File: src/rtl/uart_pkg.sv
// Shared UART receive definitions: receiver FSM states and fixed 8N1 frame constants.
package uart_pkg;

  localparam int UART_DATA_BITS = 8;
  localparam int UART_MIN_DIV   = 4;

  typedef enum logic [1:0] {
    IDLE,
    START,
    DATA,
    STOP
  } uart_state_e;

endpackage

File: src/rtl/uart_rx_fifo_if.sv
// Receive-byte stream: head byte, non-empty flag, pop strobe and occupancy.
interface uart_rx_fifo_if #(
  parameter int FIFO_DEPTH = 8
);
  logic [uart_pkg::UART_DATA_BITS-1:0] rx_data;
  logic                                rx_valid;
  logic                                rx_ready;
  logic [$clog2(FIFO_DEPTH):0]         fifo_level;

  modport master (output rx_data, rx_valid, fifo_level, input rx_ready);
  modport slave  (input rx_data, rx_valid, fifo_level, output rx_ready);
endinterface

File: src/rtl/uart_rx_sync_fifo.sv
// Circular FIFO with wrap-bit pointers; write lands next cycle, head is combinational (0 when empty).
// A write while full is dropped (wr_drop) unless a read frees the slot in the same cycle.
module uart_rx_sync_fifo #(
  parameter int DEPTH = 8,
  parameter int WIDTH = 8
) (
  input  logic                   core_clk,
  input  logic                   core_rst,
  input  logic                   wr_vld,
  input  logic [WIDTH-1:0]       wr_dat,
  output logic                   wr_drop,
  input  logic                   rd_rdy,
  output logic                   rd_vld,
  output logic [WIDTH-1:0]       rd_dat,
  output logic [$clog2(DEPTH):0] level
);
  localparam int AW = $clog2(DEPTH);

  logic [WIDTH-1:0] mem [DEPTH];
  logic [AW:0]      wr_ptr, rd_ptr;
  logic             empty, full, do_wr, do_rd;

  assign level   = wr_ptr - rd_ptr;
  assign empty   = (wr_ptr == rd_ptr);
  assign full    = (wr_ptr[AW] != rd_ptr[AW]) && (wr_ptr[AW-1:0] == rd_ptr[AW-1:0]);
  assign do_rd   = rd_rdy && !empty;
  assign do_wr   = wr_vld && (!full || do_rd);
  assign wr_drop = wr_vld && !do_wr;
  assign rd_vld  = !empty;
  assign rd_dat  = empty ? '0 : mem[rd_ptr[AW-1:0]];

  always_ff @(posedge core_clk) begin
    if (core_rst) begin
      wr_ptr <= '0;
      rd_ptr <= '0;
    end else begin
      if (do_wr) wr_ptr <= wr_ptr + 1'b1;
      if (do_rd) rd_ptr <= rd_ptr + 1'b1;
    end
  end

  always_ff @(posedge core_clk) begin
    if (do_wr) mem[wr_ptr[AW-1:0]] <= wr_dat;
  end

endmodule

File: src/rtl/uart_rx_fifo.sv
// 8N1 UART receiver into a receive FIFO; byte visible one cycle after the stop-bit mid-sample.
// No backpressure on the line: a full FIFO drops the byte and sets sticky overflow.
module uart_rx_fifo
  import uart_pkg::*;
#(
  parameter int DIV_WIDTH  = 16,
  parameter int FIFO_DEPTH = 8,
  parameter int CNT_WIDTH  = 8
) (
  input  logic                 core_clk,
  input  logic                 core_rst,
  input  logic                 ser_rx,
  input  logic [DIV_WIDTH-1:0] clks_per_bit,
  input  logic                 rx_enable,
  uart_rx_fifo_if.master       rx_if,
  output logic                 overflow,
  output logic                 frame_err,
  output logic [CNT_WIDTH-1:0] frame_err_cnt,
  input  logic                 err_clear
);
  localparam int IDX_W = $clog2(UART_DATA_BITS);

  logic                        rx_meta, rx_s;
  uart_state_e                 state, state_nxt;
  logic [DIV_WIDTH-1:0]        cnt, cnt_nxt, div_q, div_nxt, div_in;
  logic [IDX_W-1:0]            bit_idx, bit_idx_nxt;
  logic [UART_DATA_BITS-1:0]   shreg, shreg_nxt, head_dat;
  logic                        push, ferr, drop, head_vld;
  logic [$clog2(FIFO_DEPTH):0] level;

  assign div_in = (clks_per_bit < DIV_WIDTH'(UART_MIN_DIV)) ? DIV_WIDTH'(UART_MIN_DIV)
                                                            : clks_per_bit;

  always_ff @(posedge core_clk) begin
    if (core_rst) begin
      rx_meta <= 1'b1;
      rx_s    <= 1'b1;
      state   <= IDLE;
      cnt     <= '0;
      div_q   <= DIV_WIDTH'(UART_MIN_DIV);
      bit_idx <= '0;
      shreg   <= '0;
    end else begin
      rx_meta <= ser_rx;
      rx_s    <= rx_meta;
      state   <= state_nxt;
      cnt     <= cnt_nxt;
      div_q   <= div_nxt;
      bit_idx <= bit_idx_nxt;
      shreg   <= shreg_nxt;
    end
  end

  always_comb begin
    state_nxt   = state;
    cnt_nxt     = cnt;
    div_nxt     = div_q;
    bit_idx_nxt = bit_idx;
    shreg_nxt   = shreg;
    push        = 1'b0;
    ferr        = 1'b0;
    if (state == IDLE) begin
      // Divisor is frozen here so runtime changes only affect the next frame.
      if (rx_enable && !rx_s) begin
        div_nxt   = div_in;
        cnt_nxt   = div_in >> 1;
        state_nxt = START;
      end
    end else if (!rx_enable) begin
      state_nxt = IDLE;
    end else if (cnt != '0) begin
      cnt_nxt = cnt - DIV_WIDTH'(1);
    end else begin
      cnt_nxt = div_q - DIV_WIDTH'(1);
      unique case (state)
        START: begin
          if (!rx_s) begin
            bit_idx_nxt = '0;
            state_nxt   = DATA;
          end else begin
            state_nxt = IDLE;
          end
        end
        DATA: begin
          shreg_nxt[bit_idx] = rx_s;
          if (bit_idx == IDX_W'(UART_DATA_BITS - 1)) state_nxt = STOP;
          else bit_idx_nxt = bit_idx + 1'b1;
        end
        STOP: begin
          push      = rx_s;
          ferr      = !rx_s;
          state_nxt = IDLE;
        end
        default: state_nxt = IDLE;
      endcase
    end
  end

  // A coinciding error event outranks err_clear.
  always_ff @(posedge core_clk) begin
    if (core_rst) begin
      overflow      <= 1'b0;
      frame_err     <= 1'b0;
      frame_err_cnt <= '0;
    end else begin
      frame_err <= ferr;
      if (err_clear) overflow <= drop;
      else if (drop) overflow <= 1'b1;
      if (err_clear) frame_err_cnt <= ferr ? CNT_WIDTH'(1) : '0;
      else if (ferr && frame_err_cnt != '1) frame_err_cnt <= frame_err_cnt + 1'b1;
    end
  end

  uart_rx_sync_fifo #(
    .DEPTH (FIFO_DEPTH),
    .WIDTH (UART_DATA_BITS)
  ) u_fifo (
    .core_clk (core_clk),
    .core_rst (core_rst),
    .wr_vld   (push),
    .wr_dat   (shreg),
    .wr_drop  (drop),
    .rd_rdy   (rx_if.rx_ready),
    .rd_vld   (head_vld),
    .rd_dat   (head_dat),
    .level    (level)
  );

  assign rx_if.rx_valid   = head_vld;
  assign rx_if.rx_data    = head_dat;
  assign rx_if.fifo_level = level;

endmodule

File: src/flat_wrapper.sv
// flat-port wrapper written by rule: the top's interface ports become plain ports
module uart_rx_fifo_flat import uart_pkg::*;
#(
  parameter int DIV_WIDTH  = 16,
  parameter int FIFO_DEPTH = 8,
  parameter int CNT_WIDTH  = 8
)
  (core_clk, core_rst, ser_rx, clks_per_bit, rx_enable, overflow, frame_err, frame_err_cnt, err_clear, rx_if_rx_data, rx_if_rx_valid, rx_if_fifo_level, rx_if_rx_ready);
  uart_rx_fifo_if #(.FIFO_DEPTH(FIFO_DEPTH)) rx_if_i ();
  input  logic core_clk;
  input  logic core_rst;
  input  logic ser_rx;
  input  logic [DIV_WIDTH-1:0] clks_per_bit;
  input  logic rx_enable;
  output logic overflow;
  output logic frame_err;
  output logic [CNT_WIDTH-1:0] frame_err_cnt;
  input  logic err_clear;
  output wire logic [$bits(rx_if_i.rx_data)-1:0] rx_if_rx_data;
  output wire logic [$bits(rx_if_i.rx_valid)-1:0] rx_if_rx_valid;
  output wire logic [$bits(rx_if_i.fifo_level)-1:0] rx_if_fifo_level;
  input wire logic [$bits(rx_if_i.rx_ready)-1:0] rx_if_rx_ready;
  assign rx_if_rx_data = rx_if_i.rx_data;
  assign rx_if_rx_valid = rx_if_i.rx_valid;
  assign rx_if_fifo_level = rx_if_i.fifo_level;
  assign rx_if_i.rx_ready = rx_if_rx_ready;
  uart_rx_fifo #(.DIV_WIDTH(DIV_WIDTH), .FIFO_DEPTH(FIFO_DEPTH), .CNT_WIDTH(CNT_WIDTH)) u_core (.core_clk(core_clk), .core_rst(core_rst), .ser_rx(ser_rx), .clks_per_bit(clks_per_bit), .rx_enable(rx_enable), .rx_if(rx_if_i), .overflow(overflow), .frame_err(frame_err), .frame_err_cnt(frame_err_cnt), .err_clear(err_clear));
endmodule
File: config.mk
export PLATFORM = sky130hd
export DESIGN_NAME = uart_rx_fifo_flat
export DESIGN_NICKNAME = d
export VERILOG_FILES = /design/src/rtl/uart_pkg.sv /design/src/rtl/uart_rx_fifo_if.sv /design/src/rtl/uart_rx_sync_fifo.sv /design/src/rtl/uart_rx_fifo.sv /design/src/flat_wrapper.sv
export SDC_FILE = /design/constraint.sdc
export NUM_CORES = 1
export LEC_CHECK = 0
export CORE_ASPECT_RATIO = 1.75
export CORE_MARGIN = 5
export CORE_UTILIZATION = 53
export CTS_CLUSTER_DIAMETER = 120
export DETAILED_ROUTE_END_ITERATION = 10
export PLACE_DENSITY = 0.72
export SLEW_MARGIN = 20
export SYNTH_ARGS = -nofsm -noshare
export SYNTH_HDL_FRONTEND = slang
export SYNTH_SLANG_ARGS = --single-unit
File: constraint.sdc
create_clock -name core_clk -period 3.1 [get_ports core_clk]
set_input_delay 0.465 -clock core_clk [delete_from_list [all_inputs] [get_ports core_clk]]
set_output_delay 0.465 -clock core_clk [all_outputs]
set_load 0.01 [all_outputs]
==> results of run 1 <==
[cells in the mapped netlist (9+ instances only)]
master	n	area (sq um)
inv_1	16	60.06
xnor2_1	11	96.34
ha_1	13	162.7
nand2_1	65	244.0
edfxtp_1	64	1922
o21ai_0	16	80.08
nor2_1	65	244.0
or3_1	9	56.30
clkbuf_1	26	97.59
nor3_1	18	90.09
nand3_1	17	85.08
dfxtp_1	68	1361
mux4_2	16	360.4
a21oi_1	47	235.2
mux2i_1	17	170.2
[worst max-delay path by stage]
stage / startpoint / to / depth (start not counted)
2_1_floorplan: u_core.cnt[5] / u_core.cnt[6] / 14
3_3_place_gp: u_core.cnt[2] / u_core.u_fifo.mem[2][5] / 7
3_5_place_dp: u_core.cnt[2] / u_core.cnt[6] / 11
4_1_cts: u_core.u_fifo.wr_ptr[0] / rx_if_rx_valid / 5
5_1_grt: u_core.cnt[2] / u_core.cnt[6] / 11
6_report: u_core.cnt[2] / u_core.cnt[6] / 11
[power groups by stage]
stage / sequential [W] / combinational (W) / clock (W)
2_1_floorplan: 0.00190 / 0.000539 / 0
3_3_place_gp: 0.00191 / 0.000753 / 0
3_5_place_dp: 0.00192 / 0.000764 / 0
4_1_cts: 0.00188 / 0.000773 / 0.00202
5_1_grt: 0.00188 / 0.000848 / 0.00210
6_report: 0.00188 / 0.000789 / 0.00199
[state kept, by name, indices dropped and copies added, names as in the netlist, named ones only]
register,flops
u_core.cnt,16
u_core.u_fifo.mem,64
u_core.bit_idx,3
u_core.div_q,16
u_core.rx_s,1
u_core.rx_meta,1
u_core.u_fifo.wr_ptr,4
u_core.frame_err,1
u_core.frame_err_cnt,8
u_core.u_fifo.rd_ptr,4
u_core.overflow,1
u_core.state,2
u_core.shreg,8
[cell type report]
| cell class | instances | share of cell area (%) |
|---|---|---|
| Multi-Input combinational cell | 411 | 36.74 |
| Timing Repair Buffer | 71 | 8.517 |
| Tap cell | 135 | 2.255 |
| Clock inverter | 14 | 2.138 |
| Sequential cell | 132 | 43.82 |
| Inverter | 16 | 0.8016 |
| Clock buffer | 18 | 5.728 |
[stage by stage]
step | hold slack (ps) | worst slack, ps | total power (W) | instances
after floorplan | 389.5 | 18.97 | 0.002442 | 593
after global placement | 395.4 | 292.0 | 0.002667 | 765
after detailed placement | 396.3 | 213.1 | 0.002679 | 765
after CTS | 409.9 | 189.1 | 0.004672 | 797
after global routing | 425.1 | 28.74 | 0.004827 | 797
final | 408.0 | 183.7 | 0.004665 | 797
[cell families after synthesis]
| kind of cell | count (synthesis) | share of synthesized area [%] |
|---|---|---|
| fa+ha+maj | 14 | 2.929 |
| mux | 35 | 8.868 |
| simple gates | 230 | 18.34 |
| xor+xnor | 18 | 2.528 |
| buf+inv | 50 | 3.290 |
| compound gates | 114 | 11.40 |
| flops | 132 | 52.65 |
[metal layers]
| metal | vias to the layer above | wire [microns] | GRT usage, % |
|---|---|---|---|
| met5 | - | 0 | 0 |
| met4 | 0 | 731 | 13.47 |
| met3 | 63 | 585 | 3.961 |
| met2 | 173 | 8536 | 41.98 |
| met1 | 2326 | 5267 | 21.56 |
| li1 | 2295 | - | - |
[worst max-delay path, cell delays in order, from the launching register on]
cell      delay [ps]
dfxtp_1          460
or4_4            200
or3b_1           170
nor2_4            70
a21oi_1          170
ha_1             190
or4b_2           640
or2_2            310
o21ai_0          150
a21oi_1           80
a221oi_1         240
a211oi_1         110
[cells in the final DEF, fill, tap and decap left out, types with 9 or more instances in the layout]
| cell | n |
|---|---|
| or3_1 | 9 |
| dfxtp_1 | 68 |
| edfxtp_1 | 64 |
| ha_1 | 13 |
| nand3_1 | 17 |
| nor3_1 | 18 |
| o21ai_0 | 16 |
| buf_4 | 27 |
| mux2i_1 | 17 |
| inv_1 | 16 |
| a21oi_1 | 47 |
| mux4_2 | 16 |
| xnor2_1 | 11 |
| nor2_1 | 65 |
| clkdlybuf4s50_1 | 43 |
| nand2_1 | 65 |
| clkbuf_16 | 17 |
==> impl_results.md, run 1 <==
* Period minus WS final at about 2900 ps
* Critical Setup Path Class: register to register
* Sequential fraction of the synthesis area at a little over half
* Maximum buffer depth of the clock tree at 2
* Max-slew headroom at between 50% and 60%
* Full die area at 14,120 sq um
* Reg2reg start: u_core.cnt[2]
* Synth unique cells at 60
* Layout area overhead at 20.14%
* Area after DPL at 6903 sq um
* Clock latency on the worst-skew pair at approximately 410 ps
* Cts hold-fix bufs at 0
* Critical Path Fanout Max at 8
* Worst R2R Setup Slack at roughly 180 ps
* Grt ovf at 0
* Antenna violations before repair at 0
* Layout Utilization at roughly 65%
* Post CTS Setup Buffer Count at 0
* GRT Total Usage at 22.10%
* #FFs+latches synth at approximately 130
* Ant diodes at 0
* Initial Util at a little over half
* Max cap viols at 0
* Req. time, crit path at between 3000 and 4000 ps
* Fillers at 944
* Ys Warns at 0
* Ys flop type: dfxtp_1
* Area of all placed cells without fillers at roughly 7500 sq um
* Total CTS buffers at 17
* Slew at the pin closest to its max-slew limit at between 700 and 800 ps
* Mapped Area at about 6200 sq um
* Maximum VDD drop at roughly 0.48 mV
* Final WL at 15,120 microns
* Clock Pin Slew Worst Setup and Hold Paths at 60 ps
* EDFF count, synth at between 60 and 70
* Max H-tree Level at 4
* Share of layout cells above drive strength 1 at between 10% and 20%
* Mapped Cells at between 500 and 600
* R2r endpoint: u_core.cnt[6]
* Post-DP HPWL at roughly 11,000 microns
* Max Slew Vio Count at 0
* Antenna-violating nets left at 0
* Path depth of the worst reg2reg path at 11
* Clk_skew at ~9.0 ps
* Psw at roughly 0.0013 W
* Worst hold endpoint: u_core.rx_s
* Max frequency at 342.9 MHz
* Die Span Y at around 150 microns
* TritonCTS sink count at between 100 and 150
* Root Driver: clkbuf_16
* Comb power frac at 16.9%
* Post_cts resized at 0
* Area of the multi-input gates at ~2800 sq um
* CP Capture Type: register
* Post-synth ARST share at 0%
* Hold Crit Depth at 1
* Cell internal pwr at about 0.0034 W
* Tcrit/Tclk final at 94.07%
* Global-route wire length before repair at around 24,000 microns
* Via count at 4,857
* Routed WL per cell at approximately 19 microns
* Min-delay src: u_core.rx_meta
* Seq pwr share at between 40% and 50%
* Avg Vias per Cell at 6.094
* Mapped Nets at 629
* WP data arrival at approximately 3200 ps
* Die width at about 90 microns
* Final setup vio count at 0
* TritonCTS clock tree: done
* Core box area at between 10,000 and 15,000 sq um
* Largest net degree at the start of global routing at 24
* DR iter-0 viols at 267
* RePlAce Congestion at just under 1
* TritonRoute pass-1 iters at 5
* Clock Power Share at a little over two fifths
* Final hold viol count at 0
* Nets@finish at slightly below 700
* Switching fraction of total power at 27.16%
* Status: complete, no violations
* CP startpoint kind: register
* Floorplan row count at between 50 and 60
* Vias in the first global route at roughly 5,000
* Final TNS setup at 0 ps
* Syn avg cell area at ~11 sq um
* IO buf count at 44
* Num ports at 45
* # DRC at 0
* RSZ-0062 raised after global routing: no
* Seq. cell area at around 3300 sq um
* Worst hold path type: register to register
* Pwr per Cell Area at 622.6 nW/um^2
* Leakage at 2.655 nW
No activity file was read; power rests on OpenSTA's default activity.
==> run 2, diff against run 1 <==
--- a/config.mk
+++ b/config.mk
@@ -5,12 +5,14 @@
 export SDC_FILE = /design/constraint.sdc
 export NUM_CORES = 1
 export LEC_CHECK = 0
+export CELL_PAD_IN_SITES_DETAIL_PLACEMENT = 0
+export CELL_PAD_IN_SITES_GLOBAL_PLACEMENT = 1
 export CORE_ASPECT_RATIO = 1.75
 export CORE_MARGIN = 5
-export CORE_UTILIZATION = 53
+export CORE_UTILIZATION = 40
 export CTS_CLUSTER_DIAMETER = 120
 export DETAILED_ROUTE_END_ITERATION = 10
-export PLACE_DENSITY = 0.72
+export PLACE_DENSITY = 0.69
 export SLEW_MARGIN = 20
 export SYNTH_ARGS = -nofsm -noshare
 export SYNTH_HDL_FRONTEND = slang
==> run 2 against run 1 <==
- sequential cell count did not move
- register-to-register slack better by 20 ps
- largest cell class unchanged
- first-iteration DRC count decreased by 1.5%
==> impl_results.md, run 2 (synthesis results as in run 1) <==
* Seq. cell area at roughly 3300 sq um
* Die width at about 100 microns
* Max-slew headroom at a little over half
* Switching fraction of total power at about 29%
* Layout area overhead at 20.97%
* Period minus WS final at ~2900 ps
* Max Slew Vio Count at 0
* Commonest cells after routing, fill and taps aside: 68 x dfxtp_1, 65 x nor2_1, 65 x nand2_1
* Critical Path Fanout Max at 7
* Grt ovf at 0
* Post_cts resized at 0
* Fillers at around 1,400
* Area after DPL at about 7000 sq um
* Avg Vias per Cell at roughly 5.6
* CP startpoint kind: register
* Max H-tree Level at 4
* Req. time, crit path at 3380 ps
* Full die area at 18,290 sq um
* Max frequency at 345.5 MHz
* Met3 global-route usage at roughly 3.4%
* RePlAce Congestion at approximately 0.89
* Area of all placed cells without fillers at about 7500 sq um
* Tcrit/Tclk final at between 90% and 100%
* Maximum VDD drop at 0.3917 mV
* GR peak layer: met2
* Initial Util at 40.52%
* GR Layer Usage met2 at 35.08%
* Met1 Use GR at about 16%
* Clock latency on the worst-skew pair at between 400 and 500 ps
* Final setup vio count at 0
* Routed WL per cell at 18.30 microns
* Post-DP HPWL at 11,720 microns
* Die Span Y at approximately 180 microns
* # DRC at 0
* TritonCTS clock tree: done
* Final WL at 15,570 microns
* Clock Pin Slew Worst Setup and Hold Paths at 60 ps
* Num ports at between 40 and 50
* Tot Pwr at around 0.0046 W
* Share of layout cells above drive strength 1 at about 14%
* Vias in the first global route at about 5,000
* Nets@finish at 688
* IO buf count at 44
* Root Driver: clkbuf_16
* RSZ-0062 raised after global routing: no
* Commonest non-fill, non-tap cell in the layout: dfxtp_1
* TritonCTS sink count at 132
* GRT Total Usage at between 15 and 20%
* Area of the multi-input gates at 2753 sq um
* Psw at 0.001302 W
* Antenna violations before repair at 0
* Leakage at around 2.7 nW
* Core box area at 15,390 sq um
* Cell internal pwr at between 0.003 and 0.004 W
* Final hold viol count at 0
* Cts hold-fix bufs at 0
* Clock Power Share at 41.3%
* DR iter-0 viols at 263
* Comb power frac at 17.6%
* Status: complete, no violations
* Worst hold path type: primary input to register
* Maximum buffer depth of the clock tree at 2
* Antenna-violating nets left at 0
* Largest net degree at the start of global routing at 24
* Global-route wire length before repair at 25,540 microns
* Total CTS buffers at 17
* Worst setup margin at 205.6 ps
* CP Capture Type: register
* Ant diodes at 0
* Clk_skew at approximately 16 ps
* Final TNS setup at 0 ps
* Seq pwr share at about two fifths
* Via count at ~4,700
* Floorplan row count at 60
* Post CTS Setup Buffer Count at 0
* Max cap viols at 0
* WP data arrival at about 3200 ps
* Number of flip-flops in the largest register at 64
* TritonRoute pass-1 iters at 4
* Pwr per Cell Area at 605.1 nW/um^2
* Critical Setup Path Class: register to register
* Slew at the pin closest to its max-slew limit at 689.2 ps
* Setup Slack @ Placement at ~270 ps
run 2: final timing paths:
check	end	slack, ps	startpoint	cells after the start
max	u_core.cnt[6]	210	u_core.cnt[6]	11
min	u_core.div_q[15]	390	core_rst	2
max reg2reg	u_core.cnt[6]	210	u_core.cnt[6]	11
min reg2reg	u_core.rx_s	420	u_core.rx_meta	1
run 2: power by group through the flow:
stage          Clock [W]  Combinational [W]  Sequential, W
6_report         0.00189           0.000802        0.00188
5_1_grt          0.00202           0.000874        0.00188
4_1_cts          0.00194           0.000798        0.00188
3_5_place_dp           0           0.000794        0.00191
3_3_place_gp           0           0.000782        0.00191
2_1_floorplan          0           0.000539        0.00190
run 2: area by class of cell:
cell class,instances,area share (%)
inverters,16,0.7962
multi-input cells,411,36.49
clock buffers,18,5.689
repair buffers,74,8.758
well taps,186,3.085
flip-flops and latches,132,43.52
clock inverters,14,1.659
run 2: critical path: stages (launching register included):
cell and delay [ps]:
dfxtp_1 440, nor4_1 120, or3b_1 240, nor2_4 70, a21oi_1 180, ha_1 190
or4b_2 630, or2_2 310, o21ai_0 160, a21oi_1 90, a221oi_1 230, a211oi_1 110
run 2: stage by stage:
| step | cells | hold slack (ps) | utilization (%) |
|---|---|---|---|
| 2_1_floorplan | 593 | 389.5 | - |
| 3_5_place_dp | 819 | 410.3 | 45.41 |
| 3_3_place_gp | 819 | 416.9 | 45.41 |
| 6_report | 851 | 385.6 | 49.02 |
| 4_1_cts | 851 | 370.3 | 49.02 |
| 5_1_grt | 851 | 388.3 | 49.02 |
run 2: per-layer routing:
layer  up-vias  wire, microns  part of all wire (%)
met2        92           9311                    60
met5         -              0                     0
li1       2305              -                     -
met3        31            441                   2.8
met4         0            470                   3.0
met1      2308           5347                    34
